### config.mk
export PLATFORM = sky130hd
export DESIGN_NAME = wf_regfile_sb
export DESIGN_NICKNAME = d
export VERILOG_FILES = /design/src/rtl/wf_regfile_sb.sv
export SDC_FILE = /design/constraint.sdc
export NUM_CORES = 1
export LEC_CHECK = 0
export CORE_MARGIN = 2
export CORE_UTILIZATION = 35
export DETAILED_ROUTE_END_ITERATION = 12
export GPL_TIMING_DRIVEN = 0
export PLACE_DENSITY = 0.61
export REMOVE_ABC_BUFFERS = 1
export SYNTH_ARGS = -nofsm -noshare
export SYNTH_HDL_FRONTEND = slang
export SYNTH_SLANG_ARGS = --single-unit
### constraint.sdc
create_clock -name CLK -period 5.9 [get_ports CLK]
set_input_delay 1.475 -clock CLK [delete_from_list [all_inputs] [get_ports CLK]]
set_output_delay 1.475 -clock CLK [all_outputs]
set_load 0.05 [all_outputs]
### src/rtl/wf_regfile_sb.sv
// Two-read/one-write register file: sequenced clear after reset, optional zero register,
// same-cycle write/busy-clear bypass and a per-register busy scoreboard. Reads are combinational.
module wf_regfile_sb #(
    parameter int DATA_W  = 32,
    parameter int ADDR_W  = 5,
    parameter bit ZERO_R0 = 1'b1,
    parameter bit BYPASS  = 1'b1
) (
    input  logic              CLK,
    input  logic              RST,
    input  logic              write_en,
    input  logic [ADDR_W-1:0] WA3,
    input  logic [DATA_W-1:0] WD3,
    input  logic              lock_en,
    input  logic [ADDR_W-1:0] lock_addr,
    input  logic [ADDR_W-1:0] RA1,
    input  logic [ADDR_W-1:0] RA2,
    output logic [DATA_W-1:0] RD1,
    output logic [DATA_W-1:0] RD2,
    output logic              RD1_busy,
    output logic              RD2_busy,
    output logic              ready
);

    localparam int DEPTH = 2 ** ADDR_W;

    typedef enum logic {S_CLEAR, S_RUN} state_t;

    state_t              state_q, state_d;
    logic [ADDR_W-1:0]   clr_ptr_q, clr_ptr_d;
    logic                ready_q, ready_d;
    logic [DEPTH-1:0]    busy_q, busy_d;
    logic [DATA_W-1:0]   mem_q [DEPTH];

    logic                mem_we;
    logic [ADDR_W-1:0]   mem_wa;
    logic [DATA_W-1:0]   mem_wd;
    logic                run;
    logic                wr_ok;
    logic                lk_ok;

    logic [ADDR_W-1:0]   ra      [2];
    logic [DATA_W-1:0]   rd      [2];
    logic                rd_busy [2];

    assign run = (state_q == S_RUN);

    // Writes and locks to r0 are dropped when r0 is hardwired to zero.
    always_comb begin
        wr_ok = run && write_en && !(ZERO_R0 && (WA3 == '0));
        lk_ok = run && lock_en  && !(ZERO_R0 && (lock_addr == '0));
    end

    always_comb begin
        state_d   = state_q;
        clr_ptr_d = clr_ptr_q;
        ready_d   = ready_q;
        busy_d    = busy_q;
        mem_we    = 1'b0;
        mem_wa    = WA3;
        mem_wd    = WD3;
        if (state_q == S_CLEAR) begin
            mem_we    = 1'b1;
            mem_wa    = clr_ptr_q;
            mem_wd    = '0;
            clr_ptr_d = clr_ptr_q + ADDR_W'(1);
            if (clr_ptr_q == ADDR_W'(DEPTH - 1)) begin
                state_d = S_RUN;
                ready_d = 1'b1;
            end
        end else begin
            ready_d = 1'b1;
            mem_we  = wr_ok;
            if (wr_ok) busy_d[WA3] = 1'b0;
            // Lock is applied after the write so a same-address lock wins.
            if (lk_ok) busy_d[lock_addr] = 1'b1;
        end
    end

    always_ff @(posedge CLK) begin
        if (RST) begin
            state_q   <= S_CLEAR;
            clr_ptr_q <= '0;
            ready_q   <= 1'b0;
            busy_q    <= '0;
        end else begin
            state_q   <= state_d;
            clr_ptr_q <= clr_ptr_d;
            ready_q   <= ready_d;
            busy_q    <= busy_d;
        end
    end

    always_ff @(posedge CLK) begin
        if (!RST && mem_we) mem_q[mem_wa] <= mem_wd;
    end

    assign ra[0] = RA1;
    assign ra[1] = RA2;

    // Outputs are held at zero until the clear has visited every entry.
    always_comb begin
        for (int p = 0; p < 2; p++) begin
            rd[p]      = '0;
            rd_busy[p] = 1'b0;
            if (run) begin
                rd[p]      = mem_q[ra[p]];
                rd_busy[p] = busy_q[ra[p]];
                if (BYPASS && wr_ok && (WA3 == ra[p])) begin
                    rd[p]      = WD3;
                    rd_busy[p] = lk_ok && (lock_addr == ra[p]);
                end
                if (ZERO_R0 && (ra[p] == '0)) begin
                    rd[p]      = '0;
                    rd_busy[p] = 1'b0;
                end
            end
        end
    end

    assign RD1      = rd[0];
    assign RD2      = rd[1];
    assign RD1_busy = rd_busy[0];
    assign RD2_busy = rd_busy[1];
    assign ready    = ready_q;

endmodule

# After elaboration in Yosys (flattened, before gate mapping)
# Memories as Yosys holds them, arrays and structs flattened.
# Cells that the tools add are included.
word_totals:
  out_inout_bits: 67
  ram_bits: 1024
  in_bits: 56
  regBits: 39
  memories: 1
op_classes:
  n_reduce_logical: 19
  bitwise_logic: 3
  eq_ne: 5
  n_lt_le_gt_ge: 6
  muxes: 32
  n_addsub: 1
memory_table:
  columns: ["memory", "depth", "width", "read_ports", "rd_ports_with_merged_regs", "write_ports", "line_no", "rtl"]
  rows:
  - ["mem_q", 32, 32, 2, 0, 1, "33", "logic [DATA_W-1:0] mem_q [DEPTH];"]
op_table:
  columns: ["operator", "count"]
  rows:
  - ["$mux W32", 10]
  - ["$and A32 B32 Y32", 1]
  - ["$not A32 Y32", 1]
  - ["$or A32 B32 Y32", 1]
  - ["$lt A5 B6 Y1 const B", 4]
  - ["$eq A5 B5 Y1", 4]
  - ["$logic_not A5 Y1", 4]
  - ["$mux W1", 17]
  - ["$logic_and A1 B1 Y1", 11]
  - ["$bmux W1 S5", 2]
  - ["$demux W1 S5", 2]
  - ["$ge A5 B1 Y1 const B", 2]
  - ["$add A5 B1 Y5 const B", 1]
  - ["$eq A5 B5 Y1 const B", 1]
  - ["$mux W5", 1]
  - ["$logic_not A1 Y1", 3]
  - ["$reduce_bool A2 Y1", 1]

# Depth between registers and ports, before layout
# Gate-level depths: netlist of run 1.
logic_depth:
  depth_word: 10
  ltp_mapped: 10
  mapped_depth_nobuf: 5

# Worst setup path before layout of run 1
# Ideal clock, no wire load.
synth_path:
  path_type: "input to output"
  start: "in RA2[1]"
  end: "out RD2_busy"
  arrival_ns: 3.989
  cell_stages: 7
  t_required_ns: 4.425
  n_path_buf: 4
  slack_ns: 0.436
  path_cell_list: "buf_2 > buf_2 > buf_1 > clkbuf_1 > xnor2_1 > nand4_1 > a211oi_1"
synth_via:
  elab_chain_len: 5
  elab_cells_between_ends: 10
  cone_classes: "eq/ne (2); mux (5); reduce/logical (3)"
synth_lines:
  columns: ["element", "line_no", "rtl"]
  rows:
  - ["start: declaration", "17", "input logic [ADDR_W-1:0] RA2,"]
  - ["$bmux W1 S5, or another cell as far along", "108", "rd_busy[p] = busy_q[ra[p]];"]
  - ["$mux W1 (implied by the code), or another cell as far along", "108", null]
  - ["$mux W1", "109", "if (BYPASS && wr_ok && (WA3 == ra[p])) begin"]
  - ["$mux W1 *", "113", "if (ZERO_R0 && (ra[p] == '0)) begin"]
  - ["$mux W1 *", "106", "if (run) begin"]
  - ["end: declaration", "21", "output logic RD2_busy,"]
# Mark *: on every way between the ends. The rest lies on a longest branch, timed or not. The select of a mux whose other input is x is not followed.

# Worst setup path in the final report of run 1
layout_path:
  start: "in WA3[3]"
  end: "out RD1[18]"
layout_via:
  elab_chain_len: 7
  elab_cells_between_ends: 8
  cone_classes: "eq/ne (1); mux (3); reduce/logical (4)"
layout_lines:
  columns: ["element", "line_no", "rtl"]
  rows:
  - ["start: declaration", "12", "input logic [ADDR_W-1:0] WA3,"]
  - ["$logic_not A5 Y1", "50", "wr_ok = run && write_en && !(ZERO_R0 && (WA3 == '0));"]
  - ["$logic_not A1 Y1", "50", null]
  - ["$logic_and A1 B1 Y1", "50", null]
  - ["$logic_and A1 B1 Y1 *", "109", null]
  - ["$mux W32 *", "109", null]
  - ["$mux W32 *", "113", null]
  - ["$mux W32 *", "106", null]
  - ["end: declaration", "18", "output logic [DATA_W-1:0] RD1,"]
# Mark *: on every way between the ends. The rest lies on a longest branch, timed or not.

==> summary.txt, run 1 <==
Min path
  – Worst hold path type: reg -> reg

Clock tree
  – Total clock sinks: around 1100
  – Cts bufs inserted: approximately 110
  – CTS clk-pin slew, worst paths: 0.06 ns
  – CTS Root Cell: clkbuf_16
  – Clock Latency Late Sink: approximately 0.7 ns
  – Depth of the CTS H-tree: 3
  – CTS tree: done
  – CTS max path bufs: 3

Job
  – Maximum capacitance violations: 0

Cells and area
  – Post-layout util: 41.44%
  – Fillers: around 13000
  – Final layout net count: 2869
  – Most common cell after layout, fill and taps aside: edfxtp_1
  – Synthesis-to-finish area growth: 17.76%
  – Commonest non-fill, non-tap cells in the layout: 1024 x edfxtp_1, 528 x mux4_2, 185 x a211oi_1, 113 x clkbuf_16, 104 x mux2i_1
  – Fraction of layout instances using a drive strength above 1: 31.40%

STA
  – Setup slack after layout: 0.02228 ns
  – # setup viols final: 0
  – Max-slew headroom: between 20% and 30%
  – Slew of the pin with the lowest slew margin: roughly 1.1 ns
  – Final Cycle Share: between 90% and 100%
  – Clock period minus worst slack: 5.878 ns
  – RSZ-0062 raised after global routing: true
  – Fin Clk Skew: around 0.031 ns
  – Fin. max-slew vios: 0
  – Maximum clock frequency: 0.1701 GHz
  – Hold WS: 0.4472 ns
  – Final Hold Viols: 0

Synthesis
  – EDFF count, synth: 1024
  – Syn_area_per_cell: between 15 and 20 sq um
  – Synth area leaders: edfxtp_1 61%, mux4_2 24%, a211oi_1 2.9%, mux2i_1 2.1%, dfxtp_1 1.5%
  – Yosys cell types: slightly above 40
  – Syn Std Cell Area: 50430 sq um
  – Fraction of registers with async set/reset: 0%
  – Flops & latches, synth: approximately 1100
  – Top-area cell type share of the netlist area: 60.97%
  – Yosys warns: 0
  – Sequential-to-total area share from yosys stat: 62.52%
  – Synth area leader: edfxtp_1
  – Ys flop type: edfxtp_1
  – Mapped Cells: approximately 2700

Floorplan
  – Die width: roughly 380 um
  – Die area: between 100000 and 150000 sq um
  – # IOs: 123
  – Initial Utilization: 35.19%
  – Site Rows: between 100 and 150
  – CORE AREA: roughly 140000 sq um
  – Die Height: 383.6 um

Pwr
  – Sw frac: 22.20%
  – Leakage: between 15 and 20 nW
  – Sequential share of power: about 52%
  – PwrDens: 268.0 nW/um^2
  – Max IR drop VDD: 0.2542 mV
  – Int Pwr: 12.39 mW
  – P_sw: between 3 and 4 mW
  – Clock power frac: approximately 41%
  – Share of power burned in combinational logic: roughly 7.1%

Routing
  – Uppermost layer routed: met5
  – Met2 routed WL: 68990 um
  – WL met3: between 10000 and 15000 um
  – M1 WL: 61200 um
  – Post-DR wirelength/cell: between 30 and 40 um
  – Drc violations: 0
  – Drt total wl: 146400 um
  – Initial DRT Pass Iterations: 6
  – Iter 0 DRT Violations: about 3400
  – Vias per cell: approximately 6.1
  – Via count: 29243
  – Detail Route Antenna Nets: 0

Setup path
  – Worst endpoint required time: between 4 and 5 ns
  – Worst EP arrival: roughly 4.4 ns
  – CP endpoint kind: output port
  – Kind of critical path: in -> out
  – Crit path max fanout: 12
  – CP startpoint kind: input pin

Placement
  – Final HPWL DP: 87910 um
  – DP Worst Slack: -1.182 ns
  – Port bufs: about 120
  – GPL Wtd Cong: roughly 0.75

Global route
  – Initial antenna violation count: 5
  – First-pass GRT wire length: around 210000 um
  – GRT Total Usage: 19.60%
  – Number of global-route vias before repair: 29421
  – Overflow after GRT: 0
  – Largest net degree at the start of global routing: a little over 100

Outcome
  – Status: completed
-- registers in the layout, indices dropped and copies added, names as in the netlist --
| name | flops |
|---|---|
| mem_q | 1024 |
| busy_q | 32 |
| clr_ptr_q | 5 |
| ready | 1 |
| run | 1 |
-- power groups by stage --
stage	sequential (mW)	combinational, mW	clock (mW)
after floorplan	8.38	0.543	0
after global placement	8.38	1.73	0
after detailed placement	8.38	1.08	0
after CTS	8.22	1.12	6.68
after global routing	8.22	1.19	6.97
final	8.22	1.13	6.57
-- final cells by class --
cell class	count	area, sq um	area share (%)
Multi-Input combinational cell	1390	18300	30.80
Clock buffer	140	2865	4.824
Timing Repair Buffer	243	3810	6.415
Antenna cell	1	2.502	0.004213
Sequential cell	1063	31530	53.10
Clock inverter	60	484.2	0.8153
Tap cell	1903	2381	4.009
Inverter	5	18.77	0.03160
-- worst paths after layout --
| path | from | endpoint | slack (ns) | depth (start not counted) |
|---|---|---|---|---|
| worst max-delay path | WA3[3] | RD1[18] | 0.02 | 10 |
| worst min-delay path | ready | ready | 0.45 | 2 |
| worst max register to register | run | mem_q[8][11] | 2.43 | 6 |
| worst min register to register | ready | ready | 0.45 | 2 |
-- per-layer routing --
metal,track usage (%),vias to the layer above
li1,-,11813
met1,28.12,15835
met2,31.02,1360
met3,3.374,233
met4,4.996,2
met5,0,-
-- stage by stage --
step | cells | total power, mW | TNS (ns) | cell area [sq um]
5_1_grt | 4805 | 16.38 | -0.02791 | 59390
6_report | 4805 | 15.92 | 0 | 59390
3_5_place_dp | 4576 | 9.457 | -60.55 | 55420
2_1_floorplan | 2458 | 8.918 | -1.250 | 49410
4_1_cts | 4800 | 16.02 | 0 | 59280
3_3_place_gp | 4483 | 10.12 | -3293.27 | 53010
-- cells by family after synthesis --
| group | after synthesis | share of synthesized area, % |
|---|---|---|
| flops | 1063 | 62.52 |
| mux | 634 | 25.69 |
| compound gates | 435 | 6.190 |
| simple gates | 297 | 3.109 |
| buf+inv | 237 | 2.064 |
| xor+xnor | 22 | 0.3821 |
| fa+ha+maj | 2 | 0.04961 |
-- cell usage after synthesis, types with 9 or more instances --
cell and number:
nor3_1 10, buf_2 88, xnor2_1 15, o21ai_0 34
dfxtp_1 39, edfxtp_1 1024, mux4_2 528, buf_4 9
buf_1 21, clkbuf_1 113, a22oi_1 64, a21oi_1 65
mux2i_1 104, nand2_1 61, and2_1 33, nor2b_1 105
nor2_1 52, a211oi_1 196, a211o_1 64
-- worst max-delay path, stage by stage --
cell and delay (ns):
dlygate4sd2_1 0.47, or2_2 0.47, o311ai_4 0.31, buf_12 0.17, o31ai_4 0.05, buf_4 0.18, buf_16 0.16, a211oi_1 0.42
a211o_1 0.17, clkdlybuf4s15_1 0.51
-- timing repair --
action                                 CTS  global route
gates resized for setup                160            25
pin swaps                                6             1
buffers inserted                        16             1
setup endpoints to repair               66            40
cloned                                   8             3
endpoints found under the hold margin    0             0
hold buffers                             0             0
Note: power is estimated with default switching activity, not from simulation.
==> inputs of run 2 (changes only) <==
--- a/config.mk
+++ b/config.mk
@@ -9,7 +9,6 @@
 export CORE_UTILIZATION = 35
 export DETAILED_ROUTE_END_ITERATION = 12
 export GPL_TIMING_DRIVEN = 0
-export PLACE_DENSITY = 0.61
 export REMOVE_ABC_BUFFERS = 1
 export SYNTH_ARGS = -nofsm -noshare
 export SYNTH_HDL_FRONTEND = slang
==> run 2 against run 1 <==
Compared with the run above:
- count of clock-buffer cells in the layout decreased by 5
- clock skew decreased by 0.013 ns
- via count increased by 2.1%
- global-route usage increased by 1.4 points
- core utilization increased by 0.43 points
- largest cell class unchanged
==> summary.txt, run 2 (synthesized netlist as in run 1, its figures left out) <==
STA
  – Slew of the pin with the lowest slew margin: 1.190 ns
  – Fin Clk Skew: approximately 0.018 ns
  – Fin. max-slew vios: 0
  – Maximum clock frequency: between 0.15 and 0.2 GHz
  – # setup viols final: 0
  – Clock period minus worst slack: around 5.9 ns
  – Final Cycle Share: between 90% and 100%
  – Hold WS: between 0.4 and 0.5 ns
  – RSZ-0062 raised after global routing: true
  – Max-slew headroom: between 20% and 30%
  – Final Hold Viols: 0

Routing
  – Iter 0 DRT Violations: about 3500
  – Vias per cell: between 6 and 7
  – Via count: about 30000
  – Drc violations: 0
  – Post-DR wirelength/cell: ~32 um
  – M1 WL: a little over 60000 um
  – Detail Route Antenna Nets: 0
  – Initial DRT Pass Iterations: 5
  – Uppermost layer routed: met5
  – WL met3: ~13000 um
  – Met2 routed WL: between 70000 and 80000 um
  – Drt total wl: 156400 um

Setup path
  – CP cell instances: clkdlybuf4s50_1 > or2_4 > o311ai_4 > buf_12 > o31ai_4 > buf_4 > buf_16 > a21oi_1 > a211o_1 > dlygate4sd2_1
  – Critical path's largest stage delay: about 0.59 ns
  – Worst EP arrival: ~4.4 ns
  – CP startpoint kind: input pin
  – Worst endpoint required time: 4.43 ns
  – Worst path bufs/invs: 5
  – Slowest stage cell on the critical path: clkdlybuf4s50_1
  – CP endpoint kind: output port
  – Crit path max fanout: 11
  – Top delay family on crit path: buffers and inverters
  – Kind of critical path: in -> out

Job
  – Maximum capacitance violations: 0

Cells and area
  – Fraction of layout instances using a drive strength above 1: about a third
  – Largest regs: mem_q: 1024 flops, busy_q: 32 flops, clr_ptr_q: 5 flops
  – Max FFs per register: a little over 1000
  – Final instance area: 60000 sq um
  – Commonest non-fill, non-tap cells in the layout: 1024 x edfxtp_1, 528 x mux4_2, 187 x a211oi_1, 116 x clkbuf_16, 104 x mux2i_1
  – Reg with most FFs: mem_q
  – Final layout net count: about 2900
  – Synthesis-to-finish area growth: 18.97%
  – Most common cell after layout, fill and taps aside: edfxtp_1

Placement
  – Final HPWL DP: approximately 94000 um
  – GPL Wtd Cong: between 0.7 and 0.8
  – Port bufs: approximately 120
  – Area after DPL: 55460 sq um

Clock tree
  – Hold-fix buffers, CTS: 0
  – Depth of the CTS H-tree: 3
  – CTS Root Cell: clkbuf_16
  – CTS max path bufs: 3
  – Cts bufs inserted: ~110
  – CTS clk-pin slew, worst paths: ~0.06 ns
  – CTS tree: done
  – Total clock sinks: approximately 1100
  – Clock Latency Late Sink: ~0.70 ns

Outcome
  – Status: completed

Pwr
  – Clock power frac: approximately 43%
  – Int Pwr: 12.92 mW
  – Max IR drop VDD: 0.2794 mV
  – Sw frac: 21.71%
  – Share of power burned in combinational logic: under 10%
  – PwrDens: around 280 nW/um^2
  – P_sw: 3.583 mW
  – Sequential share of power: between 40 and 50%
  – Leakage: about 19 nW

Floorplan
  – Site Rows: roughly 140
  – Die area: around 150000 sq um
  – Die width: 383.6 um
  – Die Height: between 300 and 400 um
  – # IOs: 123
  – Initial Utilization: 35.19%
  – CORE AREA: 143300 sq um

Global route
  – Number of global-route vias before repair: 31195
  – First-pass GRT wire length: around 220000 um
  – Overflow after GRT: 0
  – GRT Total Usage: 20.98%
  – Largest net degree at the start of global routing: around 100
  – Initial antenna violation count: 4

Min path
  – Worst hold path type: reg -> reg
run 2: changes by cell type in the layout (fill, tap and decap cells not counted), moves of 7 or more:
cell             change
buf_16               +7
buf_2               +19
bufbuf_16           +10
bufinv_16           +10
clkbuf_1             -8
clkdlybuf4s15_2      -7
dlygate4sd2_1       -17
run 2: through the flow:
| step | util, % | total power [mW] | setup slack [ns] | instances | setup TNS (ns) |
|---|---|---|---|---|---|
| 4_1_cts | 41.87 | 16.59 | 0.004664 | 4818 | 0 |
| 2_1_floorplan | - | 8.918 | -0.6285 | 2458 | -1.250 |
| 3_3_place_gp | 36.99 | 10.10 | -22.19 | 4483 | -3188.35 |
| 6_report | 41.87 | 16.51 | 0.001246 | 4825 | 0 |
| 3_5_place_dp | 38.70 | 9.467 | -1.593 | 4576 | -97.71 |
| 5_1_grt | 41.87 | 16.96 | -0.06079 | 4824 | -0.08356 |
run 2: layout make-up:
class                           instances  area, sq um
Multi-Input combinational cell       1390        18290
Fill cell                           12349        83310
Clock inverter                         71        734.5
Timing Repair Buffer                  257         4130
Inverter                                5        18.77
Antenna cell                            1        2.502
Clock buffer                          135         2910
Sequential cell                      1063        31530
Tap cell                             1903         2381
run 2: what timing repair did:
action	in CTS	in global routing
endpoints found under the setup margin	66	53
resized for setup	201	54
cloned	19	3
pin swaps	7	3
endpoints found under the hold margin	0	0
buffers inserted	17	3
run 2: power by group through the flow:
stage	registers (mW)	clock network (mW)	logic [mW]
2_1_floorplan	8.38	0	0.543
3_3_place_gp	8.38	0	1.72
3_5_place_dp	8.38	0	1.09
4_1_cts	8.22	7.19	1.18
5_1_grt	8.22	7.48	1.25
6_report	8.22	7.09	1.19
run 2: worst reg2reg max path, delay by kind of cell (launching register included):
kind,cells,cell delay [ns]
and+or+nand+nor,3,1.65
DFF,1,0.62
buffers and inverters,2,0.61
muxes,1,0.32
run 2: final timing paths:
path | start | end | slack (ns) | cells past startpoint
setup reg to reg | run | mem_q[9][6] | 2.32 | 6
hold / removal | ready | ready | 0.45 | 2
setup / recovery | WA3[0] | RD2[18] | 0.001 | 10
hold reg to reg | ready | ready | 0.45 | 2
run 2: routing by layer:
layer / up-vias / GRT usage (%)
met2: 1646 / 35.15
met5: - / 0
li1: 11863 / -
met1: 16037 / 27.71
met4: 4 / 7.553
met3: 321 / 3.281
